`config.mk`:
```
export PLATFORM = sky130hd
export DESIGN_NAME = rf_commit_ctrl
export DESIGN_NICKNAME = d
export VERILOG_FILES = /design/src/rtl/rf_commit_pkg.sv /design/src/rtl/rf_commit_ctrl_fifo.sv /design/src/rtl/rf_commit_ctrl.sv
export SDC_FILE = /design/constraint.sdc
export NUM_CORES = 1
export LEC_CHECK = 0
export BUFFER_PORTS_ARGS = -buffer_cell sky130_fd_sc_hd__buf_2
export CORE_MARGIN = 4
export CORE_UTILIZATION = 45
export DETAILED_ROUTE_END_ITERATION = 10
export PLACE_DENSITY_LB_ADDON = 0.15
export RECOVER_POWER = 25
export SYNTH_ARGS = -nofsm -noshare
export SYNTH_HDL_FRONTEND = slang
export SYNTH_SLANG_ARGS = --single-unit
```
`constraint.sdc`:
```
create_clock -name clk_in -period 4.4 [get_ports clk_in]
set_clock_uncertainty 0.05 [all_clocks]
set_input_delay 0.22 -clock clk_in [delete_from_list [all_inputs] [get_ports clk_in]]
set_output_delay 0.22 -clock clk_in [all_outputs]
set_load 0.005 [all_outputs]
```
`src/rtl/rf_commit_pkg.sv`:
```
// Shared definitions for the register file commit controller.
// Holds FSM state encodings, default tag width and commit entry field widths.
package rf_commit_pkg;

    typedef enum logic [1:0] {
        RUN   = 2'd0,
        DRAIN = 2'd1,
        CLEAR = 2'd2,
        DONE  = 2'd3
    } state_e;

    localparam int DEF_ROB_WIDTH = 4;
    localparam int RD_ID_W       = 5;
    localparam int VALUE_W       = 32;

endpackage

```
`src/rtl/rf_commit_ctrl_fifo.sv`:
```
// commit_fifo: small in-order synchronous FIFO for retired commit entries.
// Ports: clk, rst_n (async low), push/din, pop, full, empty, count, head.
module commit_fifo #(
    parameter int WIDTH = 41,
    parameter int DEPTH = 2
) (
    input  logic                       clk,
    input  logic                       rst_n,
    input  logic                       push,
    input  logic [WIDTH-1:0]           din,
    input  logic                       pop,
    output logic                       full,
    output logic                       empty,
    output logic [$clog2(DEPTH):0]     count,
    output logic [WIDTH-1:0]           head
);

    localparam int AW = $clog2(DEPTH);
    localparam int CW = AW + 1;

    logic [WIDTH-1:0] mem [DEPTH];
    logic [AW-1:0]    wptr;
    logic [AW-1:0]    rptr;
    logic [CW-1:0]    count_q;

    // Depth is a power of two, so pointers wrap by plain overflow.
    always_ff @(posedge clk or negedge rst_n) begin
        if (!rst_n) begin
            wptr    <= '0;
            rptr    <= '0;
            count_q <= '0;
        end else begin
            if (push) wptr <= wptr + AW'(1);
            if (pop)  rptr <= rptr + AW'(1);
            count_q <= count_q + CW'(push) - CW'(pop);
        end
    end

    always_ff @(posedge clk) begin
        if (push) mem[wptr] <= din;
    end

    assign full  = (count_q == CW'(DEPTH));
    assign empty = (count_q == '0);
    assign count = count_q;
    assign head  = mem[rptr];

endmodule

```
`src/rtl/rf_commit_ctrl.sv`:
```
// Register file commit/clear sequencer: buffers ROB retirements, commits one
// per cycle, and runs the drain/clear/done flush sequence on a misprediction.
// Ports: clk_in, rst_n_in, rdy_in, ROB handshake (rob_*), flush_req_in,
// flush_done_out, issue_stall_out, rf_commit_* and rf_clear_signal_out.
// Optional RF_COMMIT_PERF_EN adds retire_count_out and flush_count_out.
module rf_commit_ctrl
    import rf_commit_pkg::*;
#(
    parameter int ROB_WIDTH = DEF_ROB_WIDTH,
    parameter int BUF_DEPTH = 2
) (
    input  logic                 clk_in,
    input  logic                 rst_n_in,
    input  logic                 rdy_in,
    input  logic                 rob_valid_in,
    output logic                 rob_ready_out,
    input  logic [RD_ID_W-1:0]   rob_rd_id_in,
    input  logic [ROB_WIDTH-1:0] rob_rd_tag_in,
    input  logic [VALUE_W-1:0]   rob_rd_value_in,
    input  logic                 flush_req_in,
    output logic                 flush_done_out,
    output logic                 issue_stall_out,
    output logic                 rf_commit_signal_out,
    output logic [RD_ID_W-1:0]   rf_commit_rd_id_out,
    output logic [ROB_WIDTH-1:0] rf_commit_rd_tag_out,
    output logic [VALUE_W-1:0]   rf_commit_rd_value_out,
    output logic                 rf_clear_signal_out
`ifdef RF_COMMIT_PERF_EN
    ,
    output logic [63:0]          retire_count_out,
    output logic [31:0]          flush_count_out
`endif
);

    localparam int EW = RD_ID_W + ROB_WIDTH + VALUE_W;
    localparam int CW = $clog2(BUF_DEPTH) + 1;

    state_e state_q;
    state_e state_d;

    logic          push;
    logic          pop;
    logic          full;
    logic          empty;
    logic          last;
    logic          busy_after;
    logic [CW-1:0] count;
    logic [EW-1:0] head;

    logic [RD_ID_W-1:0]   head_rd;
    logic [ROB_WIDTH-1:0] head_tag;
    logic [VALUE_W-1:0]   head_val;

    logic                 commit_q;
    logic [RD_ID_W-1:0]   rd_q;
    logic [ROB_WIDTH-1:0] tag_q;
    logic [VALUE_W-1:0]   val_q;
    logic                 clear_q;
    logic                 done_q;
    logic                 stall_q;

    assign rob_ready_out = rst_n_in & rdy_in & (state_q == RUN) & ~full;
    assign push = rob_valid_in & rob_ready_out;
    assign pop  = rdy_in & ~empty;
    assign last = (count == CW'(1));
    assign {head_rd, head_tag, head_val} = head;

    // FIFO still holds something after this edge's push/pop.
    assign busy_after = push | (~empty & ~(pop & last));

    commit_fifo #(
        .WIDTH (EW),
        .DEPTH (BUF_DEPTH)
    ) u_fifo (
        .clk   (clk_in),
        .rst_n (rst_n_in),
        .push  (push),
        .din   ({rob_rd_id_in, rob_rd_tag_in, rob_rd_value_in}),
        .pop   (pop),
        .full  (full),
        .empty (empty),
        .count (count),
        .head  (head)
    );

    always_comb begin
        state_d = state_q;
        unique case (state_q)
            RUN:   if (flush_req_in) state_d = busy_after ? DRAIN : CLEAR;
            DRAIN: if (pop && last) state_d = CLEAR;
            CLEAR: state_d = DONE;
            DONE:  state_d = RUN;
            default: state_d = RUN;
        endcase
        if (!rdy_in) state_d = state_q;
    end

    always_ff @(posedge clk_in or negedge rst_n_in) begin
        if (!rst_n_in) begin
            state_q  <= RUN;
            commit_q <= 1'b0;
            rd_q     <= '0;
            tag_q    <= '0;
            val_q    <= '0;
            clear_q  <= 1'b0;
            done_q   <= 1'b0;
            stall_q  <= 1'b0;
        end else if (rdy_in) begin
            state_q  <= state_d;
            // x0 writes are retired but never reach the register file.
            commit_q <= pop && (head_rd != '0);
            if (pop) begin
                rd_q  <= head_rd;
                tag_q <= head_tag;
                val_q <= head_val;
            end
            clear_q <= (state_d == CLEAR);
            done_q  <= (state_d == DONE);
            stall_q <= (state_d != RUN);
        end
    end

    assign rf_commit_signal_out   = commit_q;
    assign rf_commit_rd_id_out    = rd_q;
    assign rf_commit_rd_tag_out   = tag_q;
    assign rf_commit_rd_value_out = val_q;
    assign rf_clear_signal_out    = clear_q;
    assign flush_done_out         = done_q;
    assign issue_stall_out        = stall_q;

`ifdef RF_COMMIT_PERF_EN
    logic [63:0] retire_q;
    logic [31:0] flush_q;

    always_ff @(posedge clk_in or negedge rst_n_in) begin
        if (!rst_n_in) begin
            retire_q <= '0;
            flush_q  <= '0;
        end else if (rdy_in) begin
            if (pop) retire_q <= retire_q + 64'd1;
            if (state_q != CLEAR && state_d == CLEAR)
                flush_q <= flush_q + 32'd1;
        end
    end

    assign retire_count_out = retire_q;
    assign flush_count_out  = flush_q;
`endif

endmodule

```
==> flow_metrics.tcl, run 1 <==
set metrics [dict create \
    finalInstanceArea_sq_um 6569 \
    grt_max_degree 86 \
    antenna_found_initial 0 \
    slowest_delay_ns 0.54 \
    final_cell_mix "edfxtp_1, buf_2, dfrtp_1" \
    wirelength_um 9095 \
    worstPathArrival_ns 2.53 \
    cts_tree "done" \
    core_sq_um 10460 \
    power_frac_comb_pct 20.4 \
    seq_power_share_pct 40.9 \
    clk_latency_ns 0.50 \
    place_hpwl_um 5415 \
    wl_met1_um 3802 \
    pre_cts_ws_ns 1.935 \
    fin_util_pct 62.78 \
    synthCells 315 \
    die_area_sq_um 12620 \
    die_x_um 112.3 \
    drv_slew 0 \
    gr-usage-all-layers_pct 15.58 \
    wl_met2_um 4759 \
    worstRegToRegCells 4 \
    cts_buffers 17 \
    numClockSinks 133 \
    status "complete, no violations" \
    rows 37 \
    ys_warn_count 0 \
    drc 0 \
    setup_slack_ns 1.992 \
    mostFrequentLayoutCell "edfxtp_1" \
    nets 504 \
    crit_fanout 24 \
    route.vias.total 2891 \
    routed-wl-met3_um 427 \
    fin_crit_ns 2.408 \
    p_leak_nw 2.704 \
    worstMarginPinSlew_ns 1.029 \
    cts_max_level 4 \
    drt_iter0_markers 182 \
    switching_share_pct 25.99 \
    drt_pass1_iterations 4 \
    start_kind "flop" \
    hp-class "primary input to flop" \
    internal_power_mw 3.154 \
    placed_area_sq_um 5477 \
    max_freq_mhz 415.3 \
    setup.worst_path.start "state_q[1]" \
    fin_setup_tns_ns 0 \
    portBuffers 91 \
    start_util_pct 46.81 \
    timing.rr.start "state_q[1]" \
    end_kind "flop" \
    required_ns 4.52 \
    ys_ff_latch 133 \
    period_share_pct 54.73 \
    crit_chain "and4bb_4, and3_1, nor2b_4, buf_4" \
    power.density_nw_per_um2 648.8 \
    grt_overflow 0 \
    routed.top_layer "met4" \
    wl_per_cell_um 15.03 \
    via_per_inst 4.779 \
    cap_violations 0 \
    min_from "rdy_in" \
    p_clk_share_pct 38.6 \
    switchingPower_mw 1.108 \
    hold_viol_final 0 \
    antenna_cells 0 \
    rsz0062_at_grt "false" \
    maxSlewHeadroom_pct 31.42 \
    clockBufferDepth 2 \
    hold_depth 2 \
    die_height_um 112.3 \
    syn_to_final_growth_pct 34.13 \
    layout-drive-gt1-share_pct 21.96 \
    ios 92 \
    cts.repair.resized 0 \
    synth_cell_types 31 \
    synth_seq_area_share_pct 76.34 \
    setup_viol 0 \
    antenna_left 0 \
    path_clk_slew_ns 0.06 \
    grt_pass1_vias 3112 \
    grt_pass1_wl_um 15170 \
    globalplace.congestion 0.7441 \
    critPathSlowestCell "nor2b_4" \
    cts-root-buf "clkbuf_8" \
    synth_fp_nets 363 \
    synth_area_sq_um 4897 \
    path_class "flop to flop" \
    peakVddDrop_mv 0.3123 \
    synth.avg_cell_area_sq_um 15.55 \
]
-- layer usage --
metal / global-route usage (%) / vias to the layer above
li1: - / 1427
met1: 18.30 / 1382
met2: 26.50 / 73
met3: 5.660 / 9
met4: 5.449 / 0
met5: 0 / -
-- area by class of cell --
type                       instances  area [sq um]
fill                             832          3894
clock buffer                      19         421.7
timing repair buffer             138         878.3
sequential                       133          3740
multi-input combinational        161          1062
clock inverter                    13         277.8
tap                              136         170.2
inverter                           5         18.77
-- worst max-delay path, delay by kind of cell (launching register included) --
kind          cells  cell delay (ns)
flops             1             0.44
buf+inv           1             0.42
simple gates      3             1.16
-- power by group through the flow --
stage	clock, mW	combinational (mW)	sequential [mW]
finish	1.65	0.871	1.74
global route	1.75	0.987	1.78
CTS	1.67	0.897	1.75
detailed placement	0	0.867	1.77
global placement	0	0.844	1.76
floorplan	0	0.516	1.76
-- flip-flops by register name (all words and copies together), names as in the netlist --
register	count
u_fifo.rptr	1
u_fifo.count	2
rf_commit_rd_tag_out	4
rf_commit_rd_id_out	5
u_fifo.wptr	1
issue_stall_out	1
flush_done_out	1
rf_commit_rd_value_out	32
rf_commit_signal_out	1
u_fifo.mem	82
rf_clear_signal_out	1
state_q	2
-- repair_timing --
item / in CTS / in global routing
endpoints found under the hold margin: 134 / 0
endpoints found under the setup margin: 0 / 0
hold buffers: 43 / 0
setup buffers: 0 / 0
-- synth_stat cells --
cell        n  area (sq um)
nor2b_1     2         12.51
o22ai_1     1         6.260
and2b_1     1         7.510
o31ai_1     1         7.510
buf_6       1         11.26
and3_1      1         6.260
nand2b_1    2         12.51
or4_1       1         7.510
mux2_2      1         11.26
buf_4       6         45.04
ha_1        2         25.02
xnor2_1     3         26.28
and4bb_4    1         16.27
nor2_1      4         15.01
a21oi_1     1         5.000
xor2_1      1         8.760
and2_1      2         12.51
a31oi_1     1         6.260
nor3_1      1         5.000
edfxtp_1   82          2462
o21ai_0    44         220.2
nand3b_1    1         7.510
buf_2       6         30.03
a41oi_2     1         16.27
nor4_1      2         12.51
nand2_1    45         168.9
clkbuf_1    3         11.26
dfrtp_1    51          1276
inv_1       5         18.77
mux2i_1    41         410.4
a2111oi_2   1         15.01
-- logic make-up after synthesis --
family | count (synthesis) | synth area share [%]
AO/OA/AOI/OAI | 50 | 5.646
multiplexers | 42 | 8.610
AND/OR/NAND/NOR | 63 | 5.800
flip-flops | 133 | 76.34
buffers and inverters | 21 | 2.376
adder cells (fa/ha/maj) | 2 | 0.5109
XOR/XNOR | 4 | 0.7155
-- per-stage QoR --
| stage | hold slack (ns) | std cells | total power [mW] |
|---|---|---|---|
| 6_report | 0.03252 | 605 | 4.262 |
| 3_3_place_gp | 0.3583 | 530 | 2.607 |
| 3_5_place_dp | 0.3617 | 530 | 2.633 |
| 4_1_cts | 0.01563 | 605 | 4.317 |
| 5_1_grt | 0.02403 | 605 | 4.519 |
| 2_1_floorplan | -0.1256 | 315 | 2.275 |
-- path summary, 6_finish.rpt --
check,to,slack (ns)
worst max-delay path,u_fifo.mem[0][8],1.99
worst min-delay path,issue_stall_out,0.03
worst max register to register,u_fifo.mem[0][8],1.99
worst min register to register,rf_commit_rd_value_out[31],0.42
max in group asynchronous,u_fifo.rptr,3.48
min in group asynchronous,state_q[1],0.34
Note: power is estimated with default switching activity, not from simulation.
==> run 2, diff against run 1 <==
==> constraint.sdc (replaced) <==
create_clock -name clk_in -period 1.97 [get_ports clk_in]
set_clock_uncertainty 0.05 [all_clocks]
set_input_delay 0.0985 -clock clk_in [delete_from_list [all_inputs] [get_ports clk_in]]
set_output_delay 0.0985 -clock clk_in [all_outputs]
set_load 0.005 [all_outputs]
==> run 2 against run 1 <==
Effect of this change: register-to-register slack worse by 1.8 ns; highest routed layer unchanged; first-iteration DRC count shrank 13%; clock power rose by 88%; maximum frequency rose by 33%; setup slack worse by 1.8 ns; largest cell class unchanged.
==> flow_metrics.tcl, run 2 (synthesis results as in run 1) <==
set metrics [dict create \
    layout-drive-gt1-share_pct 23.27 \
    p_clk_share_pct 34.5 \
    drt_pass1_iterations 4 \
    drv_slew 0 \
    cts_tree "done" \
    cap_violations 0 \
    placed_area_sq_um 5572 \
    antenna_left 0 \
    hp-class "primary input to async pin" \
    r2r_end "u_fifo.mem[0][15]" \
    die_x_um 112.3 \
    maxSlewHeadroom_pct 49.92 \
    path_class "flop to flop" \
    timing.rr.start "state_q[0]" \
    peakVddDrop_mv 0.7337 \
    grt_max_degree 85 \
    place_hpwl_um 5599 \
    internal_power_mw 6.559 \
    drt_iter0_markers 158 \
    period_share_pct 92.17 \
    seq_power_share_pct 43.0 \
    ios 92 \
    reg2reg_slack_ns 0.15 \
    regMostFlops "u_fifo.mem" \
    crit_fanout 21 \
    numClockSinks 133 \
    grt_pass1_wl_um 15370 \
    rsz0062_at_grt "false" \
    switchingPower_mw 2.464 \
    worstRegToRegCells 4 \
    cts_buffers 17 \
    clockBufferDepth 2 \
    nets 512 \
    worstMarginPinSlew_ns 0.7511 \
    grt_overflow 0 \
    die_height_um 112.3 \
    via_per_inst 4.793 \
    clk_latency_ns 0.50 \
    switching_share_pct 27.31 \
    antenna_found_initial 0 \
    hold_viol_final 0 \
    gr-usage-all-layers_pct 15.72 \
    start_util_pct 46.81 \
    finalInstanceArea_sq_um 6576 \
    core_sq_um 10460 \
    power_frac_comb_pct 22.5 \
    antenna_cells 0 \
    required_ns 2.13 \
    start_kind "flop" \
    portBuffers 91 \
    fin_util_pct 62.86 \
    cts_max_level 4 \
    cts_setup_buffers 0 \
    fin_crit_ns 1.816 \
    grt_pass1_vias 3156 \
    p_leak_nw 2.723 \
    die_area_sq_um 12620 \
    largest_reg_flops 82 \
    route.vias.total 2938 \
    status "complete, no violations" \
    worstPathArrival_ns 1.97 \
    cts_hold_buf 45 \
    max_freq_mhz 550.7 \
    final_cell_mix "edfxtp_1, buf_2, dfrtp_1" \
    cts.repair.resized 0 \
    syn_to_final_growth_pct 34.29 \
    power.density_nw_per_um2 1372 \
    drc 0 \
    rows 37 \
    mostFrequentLayoutCell "edfxtp_1" \
    setup_viol 0 \
    wirelength_um 9187 \
    end_kind "flop" \
    fillers 828 \
    wl_per_cell_um 14.99 \
    path_clk_slew_ns 0.06 \
    cts-root-buf "clkbuf_8" \
    globalplace.congestion 0.7216 \
]
[run 2: cell types whose count changed in the layout (fill, tap and decap cells not counted), moves of 2 or more]
| cell | delta |
|---|---|
| buf_2 | +4 |
| clkbuf_1 | -3 |
| clkinv_4 | -2 |
| buf_12 | +4 |
| buf_4 | +2 |
| bufinv_16 | -4 |
| dlygate4sd3_1 | +2 |
| clkinv_2 | +5 |
[run 2: stage by stage]
stage / total power [mW] / setup WS, ns / hold WS, ns / std cells / TNS, ns
6_report: 9.022 / 0.1543 / 0.2290 / 613 / 0
5_1_grt: 9.567 / 0.05689 / 0.2431 / 613 / 0
4_1_cts: 9.143 / 0.1520 / 0.2301 / 613 / 0
3_5_place_dp: 5.945 / 0.1709 / 0.2396 / 536 / 0
3_3_place_gp: 5.878 / 0.1806 / 0.2362 / 536 / 0
2_1_floorplan: 5.088 / -0.1447 / -0.2471 / 315 / -8.047
[run 2: worst max-delay path by stage]
stage	from	end	slack [ns]	cells after the start
detailed placement	state_q[0]	u_fifo.mem[0][14]	0.17	4
floorplan	state_q[0]	u_fifo.mem[0][0]	-0.14	4
CTS	state_q[0]	u_fifo.mem[0][8]	0.15	4
finish	state_q[0]	u_fifo.mem[0][15]	0.15	4
global route	u_fifo.count[1]	rf_commit_rd_value_out[10]	0.06	3
global placement	state_q[0]	u_fifo.mem[0][14]	0.18	4
[run 2: cell type report]
| cell class | instances | area, sq um | share of cell area (%) |
|---|---|---|---|
| Clock buffer | 20 | 425.4 | 6.469 |
| Clock inverter | 12 | 161.4 | 2.454 |
| Inverter | 5 | 18.77 | 0.2854 |
| Multi-Input combinational cell | 161 | 1062 | 16.15 |
| Sequential cell | 133 | 3740 | 56.87 |
| Tap cell | 136 | 170.2 | 2.588 |
| Timing Repair Buffer | 146 | 998.5 | 15.18 |
[run 2: metal layers]
layer / share of wire [%] / vias to the layer above / routed length [um] / GRT usage (%)
li1: - / 1440 / - / -
met1: 43 / 1410 / 3959 / 19.14
met2: 51 / 73 / 4645 / 26.42
met3: 4.8 / 15 / 443 / 5.067
met4: 1.5 / 0 / 138 / 5.609
met5: 0 / - / 0 / 0
[run 2: worst max-delay path, stage by stage, from the launching register on]
cell      delay [ns]
dfrtp_1         0.37
and4bb_4        0.34
and3_1          0.30
nor2b_4         0.26
buf_12          0.19
[run 2: power groups by stage]
stage | Sequential, mW | Clock (mW) | Combinational [mW]
finish | 3.88 | 3.11 | 2.03
global route | 3.96 | 3.32 | 2.29
CTS | 3.89 | 3.17 | 2.09
detailed placement | 3.93 | 0 | 2.02
global placement | 3.91 | 0 | 1.97
floorplan | 3.93 | 0 | 1.16
